`src/rtl/muldiv_pkg.sv`:
```
// Shared encodings for the sequential multiply/divide unit: operation codes,
// FSM states and the default iteration count.
package muldiv_pkg;

  localparam int ITER_COUNT_DEF = 32;

  typedef enum logic [1:0] {
    OP_MULT  = 2'b00,
    OP_MULTU = 2'b01,
    OP_DIV   = 2'b10,
    OP_DIVU  = 2'b11
  } op_t;

  typedef enum logic [1:0] {
    ST_IDLE  = 2'b00,
    ST_CALC  = 2'b01,
    ST_FIXUP = 2'b10
  } state_t;

  function automatic logic op_is_div(op_t o);
    return o[1];
  endfunction

  function automatic logic op_is_signed(op_t o);
    return ~o[0];
  endfunction

endpackage

```
`src/rtl/muldiv_step.sv`:
```
// One iteration of the unsigned datapath: shift-add for multiply,
// restoring shift-subtract for divide, on a 64-bit {hi,lo} accumulator.
module muldiv_step (
  input  logic        is_div,
  input  logic [63:0] acc,
  input  logic [31:0] opnd,
  output logic [63:0] acc_nxt
);

  logic [32:0] sum;
  logic [32:0] rem_sh;
  logic [31:0] diff;
  logic        borrow;

  always_comb begin
    sum     = {1'b0, acc[63:32]} + {1'b0, (acc[0] ? opnd : 32'h0)};
    // Partial remainder after the left shift can need 33 bits before the compare.
    rem_sh  = acc[63:31];
    borrow  = (rem_sh < {1'b0, opnd});
    diff    = rem_sh[31:0] - opnd;
    acc_nxt = {sum, acc[31:1]};
    if (is_div) begin
      acc_nxt = borrow ? {acc[62:0], 1'b0} : {diff, acc[30:0], 1'b1};
    end
  end

endmodule

```
`src/rtl/muldiv_seq.sv`:
```
// Sequential 32x32 multiply / 32/32 divide unit with hi/lo result registers,
// flush, and MTHI/MTLO style direct writes.
//
// state    | meaning
// ST_IDLE  | waiting for start; hi/lo writable via hi_we/lo_we
// ST_CALC  | ITER_COUNT unsigned arithmetic steps on the operand magnitudes
// ST_FIXUP | sign correction, hi/lo update, done next cycle
module muldiv_seq
  import muldiv_pkg::*;
#(
  parameter int ITER_COUNT = ITER_COUNT_DEF
) (
  input  logic        clk,
  input  logic        reset,
  input  logic        start,
  input  logic [1:0]  op,
  input  logic [31:0] data1,
  input  logic [31:0] data2,
  input  logic        flush,
  input  logic        hi_we,
  input  logic        lo_we,
  input  logic [31:0] wdata,
  output logic        busy,
  output logic        done,
  output logic [31:0] hi,
  output logic [31:0] lo
);

  localparam int CNT_W = $clog2(ITER_COUNT + 1);

  state_t            state, state_nxt;
  logic [CNT_W-1:0]  cnt;
  logic [63:0]       acc, acc_step, prod;
  logic [31:0]       opnd, mag1, mag2, quo, rem, res_hi, res_lo;
  op_t               op_in, op_q;
  logic              sgn, neg1, neg2;

  muldiv_step u_step (
    .is_div  (op_is_div(op_q)),
    .acc     (acc),
    .opnd    (opnd),
    .acc_nxt (acc_step)
  );

  always_comb begin
    op_in = op_t'(op);
    sgn   = op_is_signed(op_in);
    mag1  = (sgn && data1[31]) ? -data1 : data1;
    mag2  = (sgn && data2[31]) ? -data2 : data2;
  end

  // Divide by zero falls out of the step as {dividend, all-ones}; re-applying the
  // dividend sign to hi restores the operand exactly as presented.
  always_comb begin
    prod   = (neg1 ^ neg2) ? -acc : acc;
    quo    = (neg1 ^ neg2) ? -acc[31:0] : acc[31:0];
    rem    = neg1 ? -acc[63:32] : acc[63:32];
    res_hi = prod[63:32];
    res_lo = prod[31:0];
    if (op_is_div(op_q)) begin
      res_hi = rem;
      res_lo = (opnd == 32'h0) ? 32'hFFFF_FFFF : quo;
    end
  end

  always_comb begin
    state_nxt = state;
    case (state)
      ST_IDLE:  if (start && !flush) state_nxt = ST_CALC;
      ST_CALC: begin
        if (flush)                                 state_nxt = ST_IDLE;
        else if (cnt == CNT_W'(ITER_COUNT - 1))   state_nxt = ST_FIXUP;
      end
      ST_FIXUP: state_nxt = ST_IDLE;
      default:  state_nxt = ST_IDLE;
    endcase
  end

  always_ff @(posedge clk or posedge reset) begin
    if (reset) begin
      state <= ST_IDLE;
      cnt   <= '0;
      acc   <= '0;
      opnd  <= '0;
      op_q  <= OP_MULT;
      neg1  <= 1'b0;
      neg2  <= 1'b0;
      busy  <= 1'b0;
      done  <= 1'b0;
      hi    <= '0;
      lo    <= '0;
    end else begin
      state <= state_nxt;
      busy  <= (state_nxt != ST_IDLE);
      done  <= (state == ST_FIXUP) && !flush;
      case (state)
        ST_IDLE: begin
          if (hi_we) hi <= wdata;
          if (lo_we) lo <= wdata;
          if (start && !flush) begin
            op_q <= op_in;
            neg1 <= sgn & data1[31];
            neg2 <= sgn & data2[31];
            cnt  <= '0;
            acc  <= op_is_div(op_in) ? {32'h0, mag1} : {32'h0, mag2};
            opnd <= op_is_div(op_in) ? mag2 : mag1;
          end
        end
        ST_CALC: begin
          if (!flush) begin
            acc <= acc_step;
            cnt <= cnt + CNT_W'(1);
          end
        end
        ST_FIXUP: begin
          if (!flush) begin
            hi <= res_hi;
            lo <= res_lo;
          end
        end
        default: ;
      endcase
    end
  end

endmodule

```
`config.mk`:
```
export PLATFORM = sky130hd
export DESIGN_NAME = muldiv_seq
export DESIGN_NICKNAME = d
export VERILOG_FILES = /design/src/rtl/muldiv_pkg.sv /design/src/rtl/muldiv_step.sv /design/src/rtl/muldiv_seq.sv
export SDC_FILE = /design/constraint.sdc
export NUM_CORES = 1
export LEC_CHECK = 0
export CORE_UTILIZATION = 36
export DETAILED_ROUTE_END_ITERATION = 16
export GPL_TIMING_DRIVEN = 0
export MAX_ROUTING_LAYER = met4
export PLACE_DENSITY_LB_ADDON = 0.08
export SYNTH_ARGS = -nofsm -noshare
export SYNTH_HDL_FRONTEND = slang
export SYNTH_SLANG_ARGS = --single-unit
```
`constraint.sdc`:
```
create_clock -name clk -period 6.1 [get_ports clk]
set_input_delay 0.915 -clock clk [delete_from_list [all_inputs] [get_ports clk]]
set_output_delay 0.915 -clock clk [all_outputs]
set_load 0.02 [all_outputs]
```
After elaboration in Yosys (flattened, before gate mapping)
Index checks and enable logic that the tools add are counted.
{"block": "word_totals", "out_inout_bits": 66, "input_bits": 104, "reg_bits": 174}
{"block": "op_classes", "order_cmp": 1, "mux": 29, "n_reduce_logical": 14, "n_eq_ne": 8, "bitwise_logic": 4, "addsub": 8}
{"operator": "32-bit 2-to-1 mux", "n": 14}
{"operator": "64-bit 2-to-1 mux", "n": 5}
{"operator": "32-bit negator", "n": 4}
{"operator": "32-bit case mux with 2 select lines", "n": 2}
{"operator": "64-bit case mux with 2 select lines", "n": 1}
{"operator": "64-bit negator", "n": 1}
{"operator": "32-bit by 32-bit adder with 33-bit output", "n": 1}
{"operator": "33-bit by 32-bit < comparator with 1-bit output", "n": 1}
{"operator": "32-bit zero test", "n": 1}
{"operator": "32-bit subtractor", "n": 1}
{"operator": "6-bit 2-to-1 mux", "n": 2}
{"operator": "6-bit case mux with 2 select lines", "n": 1}
{"operator": "2-bit != test, second input constant", "n": 5}
{"operator": "3-bit AND reduction", "n": 3}
{"operator": "6-bit by 1-bit adder with 6-bit output, second input constant", "n": 1}
{"operator": "6-bit by 5-bit equality test with 1-bit output, second input constant", "n": 1}
{"operator": "2-bit 2-to-1 mux", "n": 3}
{"operator": "2-bit nonzero test", "n": 3}
{"operator": "1-bit logical AND", "n": 4}
{"operator": "2-bit case mux with 2 select lines", "n": 1}
{"operator": "1-bit AND", "n": 2}
{"operator": "2-bit by 1-bit equality test with 1-bit output, second input constant", "n": 1}
{"operator": "2-bit equality test, second input constant", "n": 1}
{"operator": "2-bit zero test", "n": 1}
{"operator": "4 further kinds", "n": 4}

Logic depth before layout (Yosys ltp)
Gate-level depths: netlist (run 1).
{"block": "logic_depth", "word_depth": 6, "depth_mapped": 14, "ltp_nobuf": 13}

Cells and area by module
Synthesis (run 1) repeated with hierarchy kept, for this count alone.
{"block": "unflattened", "cells_unflattened": 1941, "area_unflattened_um2": 15414.8}
{"module": "muldiv_seq", "n_inst": 1, "cells_per_inst": 1264, "seq_area_each_um2": 4329.2, "area_per_inst_um2": 10650.2}
{"module": "muldiv_step", "n_inst": 1, "cells_per_inst": 677, "seq_area_each_um2": 0.0, "area_per_inst_um2": 4764.6}

Worst setup path before layout (run 1)
Ideal clock, no wire load.
{"block": "synth_timing", "kind": "register to register", "start": "reg acc[0]", "end": "reg acc[62]", "setup_slack_ps": 2869, "arrival_time_ps": 3102, "required_time_ps": 5971, "synth_period_minus_slack_ps": 3231, "stages_incl_launch_ff": 15, "setup_ps": 129, "cell_sequence": "dfrtp_1 > clkbuf_1 > inv_1 > clkbuf_1 > nor2_1 > ha_1 > a211oi_1 > nor2_1 > o41a_1 > a221o_1 > a311o_1 > a41oi_1 > xnor2_1 > a22oi_1 > o31ai_1"}
{"block": "synth_between", "elab_chain_cells": 5}
{"item": "start: declaration", "line_no": "muldiv_seq.sv:33", "text": "logic [63:0] acc, acc_step, prod;"}
{"item": "start signal: assignment", "line_no": "muldiv_seq.sv:105", "text": "acc <= op_is_div(op_in) ? {32'h0, mag1} : {32'h0, mag2};"}
{"item": "start signal: assignment", "line_no": "muldiv_seq.sv:111", "text": "acc <= acc_step;"}
{"item": "32-bit 2-to-1 mux", "line_no": "muldiv_step.sv:16", "text": "sum = {1'b0, acc[63:32]} + {1'b0, (acc[0] ? opnd : 32'h0)};"}
{"item": "32-bit by 32-bit adder with 33-bit output", "line_no": "muldiv_step.sv:16"}
{"item": "64-bit 2-to-1 mux", "line_no": "muldiv_step.sv:22", "text": "if (is_div) begin"}
{"item": "64-bit 2-to-1 mux", "line_no": "muldiv_seq.sv:110", "text": "if (!flush) begin"}
{"item": "64-bit case mux with 2 select lines", "line_no": "muldiv_seq.sv:96", "text": "case (state)"}
No other way between the ends. The select of a mux whose other input is x is not followed.
A chain may end at the register's enable or synchronous reset.

Worst setup path in the final report (run 1)
{"block": "layout_timing", "start": "reg acc[40]", "end": "reg acc[59]"}
{"block": "layout_between", "elab_chain_cells": 5}
{"item": "32-bit subtractor or 33-bit by 32-bit < comparator with 1-bit output (tied branches)", "line_no": "muldiv_step.sv:20, muldiv_step.sv:19"}
{"item": "64-bit 2-to-1 mux", "line_no": "muldiv_step.sv:23", "text": "acc_nxt = borrow ? {acc[62:0], 1'b0} : {diff, acc[30:0], 1'b1};"}
{"item": "64-bit 2-to-1 mux *", "line_no": "muldiv_step.sv:22"}
{"item": "64-bit 2-to-1 mux *", "line_no": "muldiv_seq.sv:110"}
{"item": "64-bit case mux with 2 select lines *", "line_no": "muldiv_seq.sv:96"}
Every way passes the cells marked *; elsewhere a longest branch is shown, timed or not. The select of a mux whose other input is x is not followed.

==> results of run 1 <==
[sequential cells by signal, indices dropped and copies added (netlist names)]
name and count:
opnd 32, state 2, cnt 6, op_q 1
neg1 1, acc 64, hi 32, lo 32
busy 1, done 1, neg2 1
[power breakdown]
group	leakage [nW]	internal, mW	switching, mW
Sequential	2.12	1.42	0.448
Combinational	4.97	1.59	2.52
Clock	0.277	0.544	0.579
Total	7.37	3.55	3.54
[layout make-up]
class                      instances  area, µm²  area share
timing repair buffer             169       1710      0.0966
buffer                           122        467      0.0264
multi-input combinational       1556       9700       0.548
inverter                          66        255      0.0144
antenna                            1       2.50    0.000141
sequential                       173       4330       0.245
clock buffer                      17        425      0.0240
tap                              525        657      0.0371
clock inverter                    15        148     0.00834
[layout by cell type, fill, tap and decap left out, drive strengths merged, types with 38 or more instances in the layout]
| cell type | synthesis | routed |
|---|---|---|
| nor2 | 220 | 220 |
| clkdlybuf4s50 | 0 | 168 |
| xor2 | 89 | 89 |
| ha | 69 | 69 |
| a21oi | 198 | 198 |
| nand3 | 44 | 44 |
| nand2 | 187 | 187 |
| o211ai | 40 | 40 |
| a21o | 38 | 38 |
| dfrtp | 173 | 173 |
| mux2i | 50 | 50 |
| o21ai | 194 | 194 |
| xnor2 | 89 | 89 |
| inv | 65 | 73 |
| clkbuf | 107 | 124 |
[cell families after synthesis]
kind of cell	Yosys count	share of synthesized area
xor gates and xnor gates	178	0.106
AOI/OAI and AO/OA	625	0.255
muxes	58	0.0401
and+or+nand+nor	624	0.196
DFF	173	0.294
adders and majority gates	71	0.0613
buffers and inverters	188	0.0485
[final timing paths]
check / from / to / slack, ns
worst min register to register: hi[18] / hi[18] / 0.48
min in group asynchronous: reset / lo[23] / 0.90
max in group asynchronous: reset / opnd[30] / 4.22
worst max-delay path: acc[40] / acc[59] / 1.35
worst min-delay path: hi[18] / hi[18] / 0.48
worst max register to register: acc[40] / acc[59] / 1.35
[layer usage]
layer,wire length (µm),part of all wire,track usage,vias up
met5,0,0,-,-
met4,2440,0.040,0.123,0
met3,3320,0.054,0.0317,92
met2,28200,0.46,0.476,542
met1,27100,0.44,0.396,7452
li1,-,-,-,7256
[worst reg2reg max path, cell delays in order (launching register included)]
cell,delay [ns]
dfrtp_1,0.55
ha_1,0.36
clkbuf_1,0.28
nand4_1,0.24
a211oi_1,0.21
o21ai_0,0.19
o21bai_1,0.60
a21oi_1,0.27
o211ai_1,0.79
buf_2,0.49
buf_2,0.35
nor2_1,0.08
a21oi_1,0.12
o211ai_1,0.10
[stage by stage]
step	std cells	utilization	hold WS [ns]	setup slack [ns]	total power [mW]
2_1_floorplan	1917	-	0.442	0.497	4.52
3_3_place_gp	2610	0.426	0.462	-2.43	5.90
3_5_place_dp	2611	0.427	0.472	1.40	5.92
4_1_cts	2643	0.441	0.488	1.39	7.05
5_1_grt	2644	0.441	0.517	1.11	7.58
6_report	2644	0.441	0.479	1.35	7.10
==> results.py, run 1 <==
metrics = {
    "outcome": {
        "outcome": "finished, final reports clean",
    },
    "synthesis": {
        "synth_cell_type_count": 76,
        "synth-main-ff-cell": "dfrtp_1",
        "syn_area_per_cell_um2": 7.69,
        "synthTopCellsByCount": "220 x nor2_1, 198 x a21oi_1, 191 x o21ai_0",
        "synth_nets": 2092,
        "synthTopCellsByArea": "dfrtp_1 29%, a21oi_1 6.7%, o21ai_0 6.5%, ha_1 5.9%, nor2_1 5.6%",
        "yosys.area.top_type_share": 0.294,
        "synth_most_common_cell": "nor2_1",
        "synth_seq_area_share": 0.294,
        "synth_edf_count": 0,
        "async_flop_share": 1.00,
        "netlist_area_um2": 14700,
        "yosys_warnings": 0,
        "synth_seq_cells": 173,
        "synth_cells": 1917,
        "yosysTopAreaCell": "dfrtp_1",
    },
    "setup_path": {
        "cp_num_cells": 13,
        "crit_path_top_delay_cell": "o211ai_1",
        "worst_setup_path_end_kind": "register",
        "critPathMaxFanout": 10,
        "cp_cell_sequence": "ha_1 > clkbuf_1 > nand4_1 > a211oi_1 > o21ai_0 > o21bai_1 > a21oi_1 > o211ai_1 > buf_2 > buf_2 > nor2_1 > a21oi_1 > o211ai_1",
        "r2r_cells": 13,
        "path_class": "reg2reg",
        "critPathArrivalTime_ns": 5.10,
        "cp_top_family": "compound AO/OA/AOI/OAI gates",
        "cpPeakStageDelay_ns": 0.79,
        "cp_num_buf_inv": 3,
        "required_ns": 6.45,
        "worstSetupStartpointType": "register",
    },
    "routing": {
        "wl_per_cell_um": 23.1,
        "dr.pass1.iters": 5,
        "first_iter_violations": 1324,
        "viasPerCell": 5.80,
        "ant_nets": 0,
        "drc": 0,
        "vias": 15342,
        "routed_wl_mm": 61.0,
    },
    "timing": {
        "setup_viol": 0,
        "slew_violations": 0,
        "tightest_slew_ns": 1.14,
        "skew_ns": 0.0169,
        "hold_violations": 0,
        "layout_min_cycle_time_ns": 4.75,
        "rsz0062_at_grt": "false",
        "slew_headroom": 0.235,
        "fmax_mhz": 211,
        "timing.final.crit_share": 0.779,
        "final.setup.tns_ns": 0,
    },
    "die": {
        "chipHeight_um": 204,
        "dieArea_um2": 41800,
        "die_w_um": 204,
        "start_util": 0.368,
        "core_area_um2": 40100,
        "row_count": 73,
        "io_pins": 170,
    },
    "worst_hold_path": {
        "min_path_type": "reg2reg",
        "hold_depth": 2,
    },
    "flow_run": {
        "maxCapViolations": 0,
    },
    "clock_network": {
        "cts_max_level": 4,
        "post-cts-setup-buffers": 0,
        "cts.sinks": 173,
        "cts_tree": "built",
        "numCtsBuffers": 17,
        "clk_path_buf_depth": 2,
        "path_clk_slew_ns": 0.09,
        "clk_latency_ns": 0.47,
        "cts-root-buf": "clkbuf_16",
        "postCtsResizedCells": 0,
        "cts_hold_buffers": 0,
    },
    "finish": {
        "area.growth.synth_to_final_pct": 20.0,
        "design_area_um2": 17700,
        "drive_gt1_frac": 0.0297,
        "final_nets": 2280,
        "fill_cells": 4139,
    },
    "pwr": {
        "p_leak_nw": 7.37,
        "vdd_drop_max_uv": 155,
        "power.density_nw_per_um2": 401,
    },
    "global_routing": {
        "antenna_found_initial": 2,
        "grt_max_degree": 104,
        "grt_pass1_wl_mm": 91.7,
        "grt_pass1_vias": 14845,
        "globalRouteOverflowTotal": 0,
        "grt_use_total": 0.302,
    },
    "placed_design": {
        "gp_congestion": 0.970,
        "numPortBuffers": 168,
        "dp_hpwl_mm": 49.0,
        "placed_area_um2": 17100,
    },
}
Note: power is estimated with default switching activity, not from simulation.
==> run 2, diff against run 1 <==
==> constraint.sdc (replaced) <==
create_clock -name clk -period 3.8 [get_ports clk]
set_input_delay 0.57 -clock clk [delete_from_list [all_inputs] [get_ports clk]]
set_output_delay 0.57 -clock clk [all_outputs]
set_load 0.02 [all_outputs]
==> run 2 against run 1 <==
  * Total power up 63%
  * Register-to-register slack worse by 1.2 ns
  * Global-route usage down 0.093 points
  * Core utilization up 0.46 points
  * Final cell count up 0.19%
  * Largest cell class unchanged
  * Setup slack worse by 1.2 ns
  * Critical path depth unchanged
==> results.py, run 2 (synthesis gave the netlist of run 1 again) <==
metrics = {
    "outcome": {
        "outcome": "finished, final reports clean",
    },
    "timing": {
        "hold_violations": 0,
        "rsz0062_at_grt": "false",
        "fin_ws_ns": 0.192,
        "setup_viol": 0,
        "slew_violations": 0,
        "skew_ns": 0.0120,
        "tightest_slew_ns": 0.996,
        "timing.final.crit_share": 0.949,
        "layout_min_cycle_time_ns": 3.61,
        "fmax_mhz": 277,
        "slew_headroom": 0.336,
    },
    "global_routing": {
        "antenna_found_initial": 1,
        "grt_use_total": 0.302,
        "grt_pass1_wl_mm": 91.0,
        "grt_max_degree": 39,
        "globalRouteOverflowTotal": 0,
        "grt_pass1_vias": 14633,
    },
    "routing": {
        "viasPerCell": 5.78,
        "ant_nets": 0,
        "first_iter_violations": 1135,
        "drc": 0,
        "wl_per_cell_um": 23.1,
        "vias": 15301,
        "routed_wl_mm": 61.1,
        "dr.pass1.iters": 6,
    },
    "setup_path": {
        "critPathArrivalTime_ns": 3.94,
        "worstSetupStartpointType": "register",
        "required_ns": 4.13,
        "worst_setup_path_end_kind": "register",
        "critPathMaxFanout": 10,
        "path_class": "reg2reg",
    },
    "clock_network": {
        "cts.sinks": 173,
        "cts_tree": "built",
        "clk_latency_ns": 0.47,
        "clk_path_buf_depth": 2,
        "cts-root-buf": "clkbuf_16",
        "cts_max_level": 4,
        "numCtsBuffers": 17,
        "path_clk_slew_ns": 0.07,
    },
    "placed_design": {
        "dp_hpwl_mm": 49.4,
        "gp_congestion": 0.976,
        "numPortBuffers": 168,
        "pre_cts_slack_ns": -0.826,
    },
    "finish": {
        "drive_gt1_frac": 0.0391,
        "final_cell_mix": "220 x nor2_1, 197 x a21oi_1, 190 x o21ai_0",
        "area.growth.synth_to_final_pct": 21.2,
        "layout_commonest_cell": "nor2_1",
        "top_register": "acc",
        "largest_register_ffs": 64,
        "final_nets": 2288,
    },
    "pwr": {
        "total_power_mw": 11.6,
        "p_leak_nw": 7.46,
        "power.density_nw_per_um2": 648,
        "vdd_drop_max_uv": 360,
    },
    "die": {
        "start_util": 0.368,
        "row_count": 73,
        "chipHeight_um": 204,
        "io_pins": 170,
        "die_w_um": 204,
        "dieArea_um2": 41800,
        "core_area_um2": 40100,
    },
    "worst_hold_path": {
        "min_path_type": "in2async",
    },
    "flow_run": {
        "maxCapViolations": 0,
    },
}
run 2: cell types whose count changed in the layout (fill, tap and decap cells not counted), sizes merged:
cell / delta
bufinv: +3
clkbuf: +2
clkinv: -3
inv: -7
clkinvlp: +1
buf: +9
run 2: metal layers:
| metal | vias up | wire (µm) | track usage |
|---|---|---|---|
| met1 | 7480 | 27400 | 0.389 |
| met4 | 0 | 2170 | 0.120 |
| met5 | - | 0 | - |
| li1 | 7277 | - | - |
| met2 | 467 | 28700 | 0.483 |
| met3 | 77 | 2790 | 0.0324 |
run 2: report_power, final:
part	internal, mW	total, mW	leakage (nW)	switching, mW
sequential	2.28	3.02	2.12	0.736
combinational	2.63	6.68	5.05	4.05
clock	1.06	1.88	0.285	0.817
run 2: what timing repair did:
action / 4_1_cts / 5_1_grt
pin swaps: 1 / 3
setup endpoints to repair: 43 / 47
hold buffers: 0 / 0
resized for setup: 6 / 13
setup buffers: 3 / 4
endpoints found under the hold margin: 0 / 0
run 2: area by class of cell:
| type | count | area (µm²) |
|---|---|---|
| Timing Repair Buffer | 180 | 1830 |
| Antenna cell | 1 | 2.50 |
| Clock buffer | 20 | 457 |
| Tap cell | 525 | 657 |
| Inverter | 66 | 251 |
| Clock inverter | 9 | 136 |
| Sequential cell | 173 | 4330 |
| Fill cell | 4114 | 22200 |
| Multi-Input combinational cell | 1556 | 9740 |
| Buffer | 119 | 468 |
run 2: final timing paths:
kind / startpoint / to / slack (ns) / cells after the start
setup / recovery: acc[0] / acc[62] / 0.19 / 13
hold / removal: reset / lo[20] / 0.37 / 2
setup reg to reg: acc[0] / acc[62] / 0.19 / 13
hold reg to reg: hi[18] / hi[18] / 0.48 / 2
max in group asynchronous: reset / opnd[17] / 2.18 / 6
min in group clk: hi[18] / hi[18] / 0.48 / 2
run 2: critical path, cell delays in order (launching register included):
cell and delay, ns:
dfrtp_2 0.50, inv_1 0.17, clkbuf_2 0.28, nor2_1 0.07
ha_1 0.35, a211oi_1 0.24, nor2_1 0.10, o41a_1 0.36
a221o_1 0.36, a311o_1 0.41, a41oi_1 0.27, xnor2_1 0.09
a22oi_1 0.17, o31ai_1 0.10
run 2: stage by stage:
stage / setup TNS (ns) / utilization / std cells / area (µm²) / hold slack (ns)
after floorplan: 0 / - / 1917 / 14700 / 0.442
after global placement: -140.37 / 0.426 / 2610 / 17100 / 0.461
after detailed placement: -23.89 / 0.429 / 2615 / 17200 / 0.462
after CTS: 0 / 0.444 / 2646 / 17800 / 0.348
after global routing: 0 / 0.446 / 2649 / 17900 / 0.370
final: 0 / 0.446 / 2649 / 17900 / 0.366
==> run 3, diff against run 2 <==
--- a/config.mk
+++ b/config.mk
@@ -5,9 +5,8 @@
 export SDC_FILE = /design/constraint.sdc
 export NUM_CORES = 1
 export LEC_CHECK = 0
-export CORE_UTILIZATION = 36
+export CORE_UTILIZATION = 52
 export DETAILED_ROUTE_END_ITERATION = 16
-export GPL_TIMING_DRIVEN = 0
 export MAX_ROUTING_LAYER = met4
 export PLACE_DENSITY_LB_ADDON = 0.08
 export SYNTH_ARGS = -nofsm -noshare
==> run 3 against run 2 <==
  * Non-clock buffer count is 53 lower
  * Routed wire length is 12% lower
  * Core utilization is 19 points higher
  * Sequential power is 2% lower
  * Final area is 1.1% lower
  * Worst hold slack better by 0.11 ns
  * Final cell count is 7.5% lower
  * Via count is 0.27% higher
==> results.py, run 3 (synthesis gave the netlist of run 1 again) <==
metrics = {
    "outcome": {
        "outcome": "finished, final reports clean",
    },
    "setup_path": {
        "worst_setup_path_end_kind": "register",
        "required_ns": 4.16,
        "path_class": "reg2reg",
        "cp_cell_sequence": "inv_1 > ha_1 > inv_1 > fa_1 > a211oi_1 > o211ai_1 > nand4_1 > a2111oi_0 > buf_4 > o211ai_1 > a21oi_1 > o21a_1 > o21a_1 > o31ai_1",
        "critPathArrivalTime_ns": 3.86,
        "cp_top_family": "compound AO/OA/AOI/OAI gates",
        "worstSetupStartpointType": "register",
        "critPathMaxFanout": 3,
        "crit_path_top_delay_cell": "a211oi_1",
        "cpPeakStageDelay_ns": 0.51,
        "cp_num_buf_inv": 3,
    },
    "routing": {
        "viasPerCell": 6.26,
        "routed_wl_mm": 53.6,
        "top_layer_used": "met4",
        "ant_nets": 0,
        "wl_met3_mm": 4.08,
        "dr.pass1.iters": 5,
        "first_iter_violations": 1580,
        "vias": 15342,
        "routed-wl-met2_mm": 24.7,
        "drt-met1-wl_mm": 22.5,
        "drc": 0,
        "wl_per_cell_um": 21.9,
    },
    "die": {
        "chipHeight_um": 170,
        "start_util": 0.529,
        "row_count": 61,
        "core_area_um2": 27900,
        "io_pins": 170,
        "dieArea_um2": 29000,
        "die_w_um": 170,
    },
    "clock_network": {
        "cts.sinks": 173,
        "postCtsResizedCells": 0,
        "clk_path_buf_depth": 2,
        "cts_tree": "built",
        "cts_hold_buffers": 0,
        "clk_latency_ns": 0.46,
        "cts-root-buf": "clkbuf_16",
        "cts_max_level": 4,
        "path_clk_slew_ns": 0.08,
        "numCtsBuffers": 17,
        "post-cts-setup-buffers": 0,
    },
    "timing": {
        "slew_headroom": 0.393,
        "final.setup.tns_ns": 0,
        "layout_min_cycle_time_ns": 3.49,
        "setup_viol": 0,
        "fmax_mhz": 286,
        "skew_ns": 0.0132,
        "hold_violations": 0,
        "rsz0062_at_grt": "false",
        "slew_violations": 0,
        "timing.final.crit_share": 0.919,
        "tightest_slew_ns": 0.910,
    },
    "finish": {
        "design_area_um2": 17700,
        "drive_gt1_frac": 0.0675,
        "fin_util": 0.635,
        "final_nets": 2235,
        "area.sequential_um2": 4330,
        "fill_cells": 2460,
        "multi_input_area_um2": 9720,
        "layout_commonest_cell": "nor2_1",
        "top_register": "acc",
        "n_antenna_cell": 0,
        "largest_register_ffs": 64,
        "area.growth.synth_to_final_pct": 20.0,
        "final_cell_mix": "218 x nor2_1, 197 x a21oi_1, 191 x o21ai_0",
    },
    "global_routing": {
        "grt_pass1_wl_mm": 82.5,
        "grt_max_degree": 71,
        "grt_use_total": 0.386,
        "grt_pass1_vias": 14435,
        "antenna_found_initial": 0,
        "globalRouteOverflowTotal": 0,
    },
    "pwr": {
        "vdd_drop_max_uv": 361,
        "cell_internal_pwr_mw": 5.97,
        "clock_power_share": 0.162,
        "seq_power_share": 0.255,
        "p_leak_nw": 7.60,
        "total_power_mw": 11.6,
        "switchingPower_mw": 5.59,
        "p_comb_frac": 0.583,
        "swShare": 0.484,
        "power.density_nw_per_um2": 654,
    },
    "placed_design": {
        "placed_area_um2": 17100,
        "dp_hpwl_mm": 42.3,
        "gp_congestion": 1.02,
        "numPortBuffers": 169,
    },
    "worst_hold_path": {
        "min_path_type": "reg2reg",
    },
    "flow_run": {
        "maxCapViolations": 0,
    },
}
## run 3: cell count changes in the layout (fill, tap and decap cells not counted), moves of 3 or more
cell / before / now
clkbuf_1: 101 / 0
buf_4: 8 / 76
buf_1: 8 / 0
inv_8: 0 / 5
buf_2: 4 / 0
clkbuf_2: 4 / 0
clkinv_8: 0 / 4
buf_12: 5 / 2
nor4_1: 24 / 27
nor4_2: 3 / 0
## run 3: layer usage
metal / up-vias / global-route usage
li1: 7149 / -
met1: 7279 / 0.497
met2: 774 / 0.614
met3: 140 / 0.0467
met4: 0 / 0.159
met5: - / -
## run 3: layout make-up
cell class / count / area share
clock buffer: 17 / 0.0241
clock inverter: 15 / 0.0108
inverter: 66 / 0.0142
multi-input combinational: 1556 / 0.550
sequential: 173 / 0.245
tap: 378 / 0.0267
timing repair buffer: 246 / 0.130
## run 3: metrics by stage
stage,hold slack [ns],std cells,setup WS (ns)
6_report,0.476,2451,0.306
3_3_place_gp,0.456,2419,0.383
2_1_floorplan,0.442,1917,0.569
3_5_place_dp,0.465,2419,0.313
5_1_grt,0.490,2451,0.127
4_1_cts,0.481,2451,0.412
## run 3: power groups by stage
stage / combinational [mW] / sequential (mW) / clock (mW)
floorplan: 4.39 / 2.87 / 0
global placement: 6.54 / 2.94 / 0
detailed placement: 6.57 / 2.96 / 0
CTS: 6.61 / 2.92 / 1.87
global route: 7.33 / 3.00 / 1.95
finish: 6.75 / 2.95 / 1.87
## run 3: path summary, 6_finish.rpt
| kind | startpoint | endpoint | slack [ns] | depth (start not counted) |
|---|---|---|---|---|
| max | acc[31] | acc[62] | 0.31 | 14 |
| min | cnt[5] | state[1] | 0.48 | 1 |
| max reg2reg | acc[31] | acc[62] | 0.31 | 14 |
| min reg2reg | cnt[5] | state[1] | 0.48 | 1 |
| max in group asynchronous | reset | acc[12] | 2.46 | 3 |
| min in group asynchronous | reset | lo[22] | 0.53 | 2 |
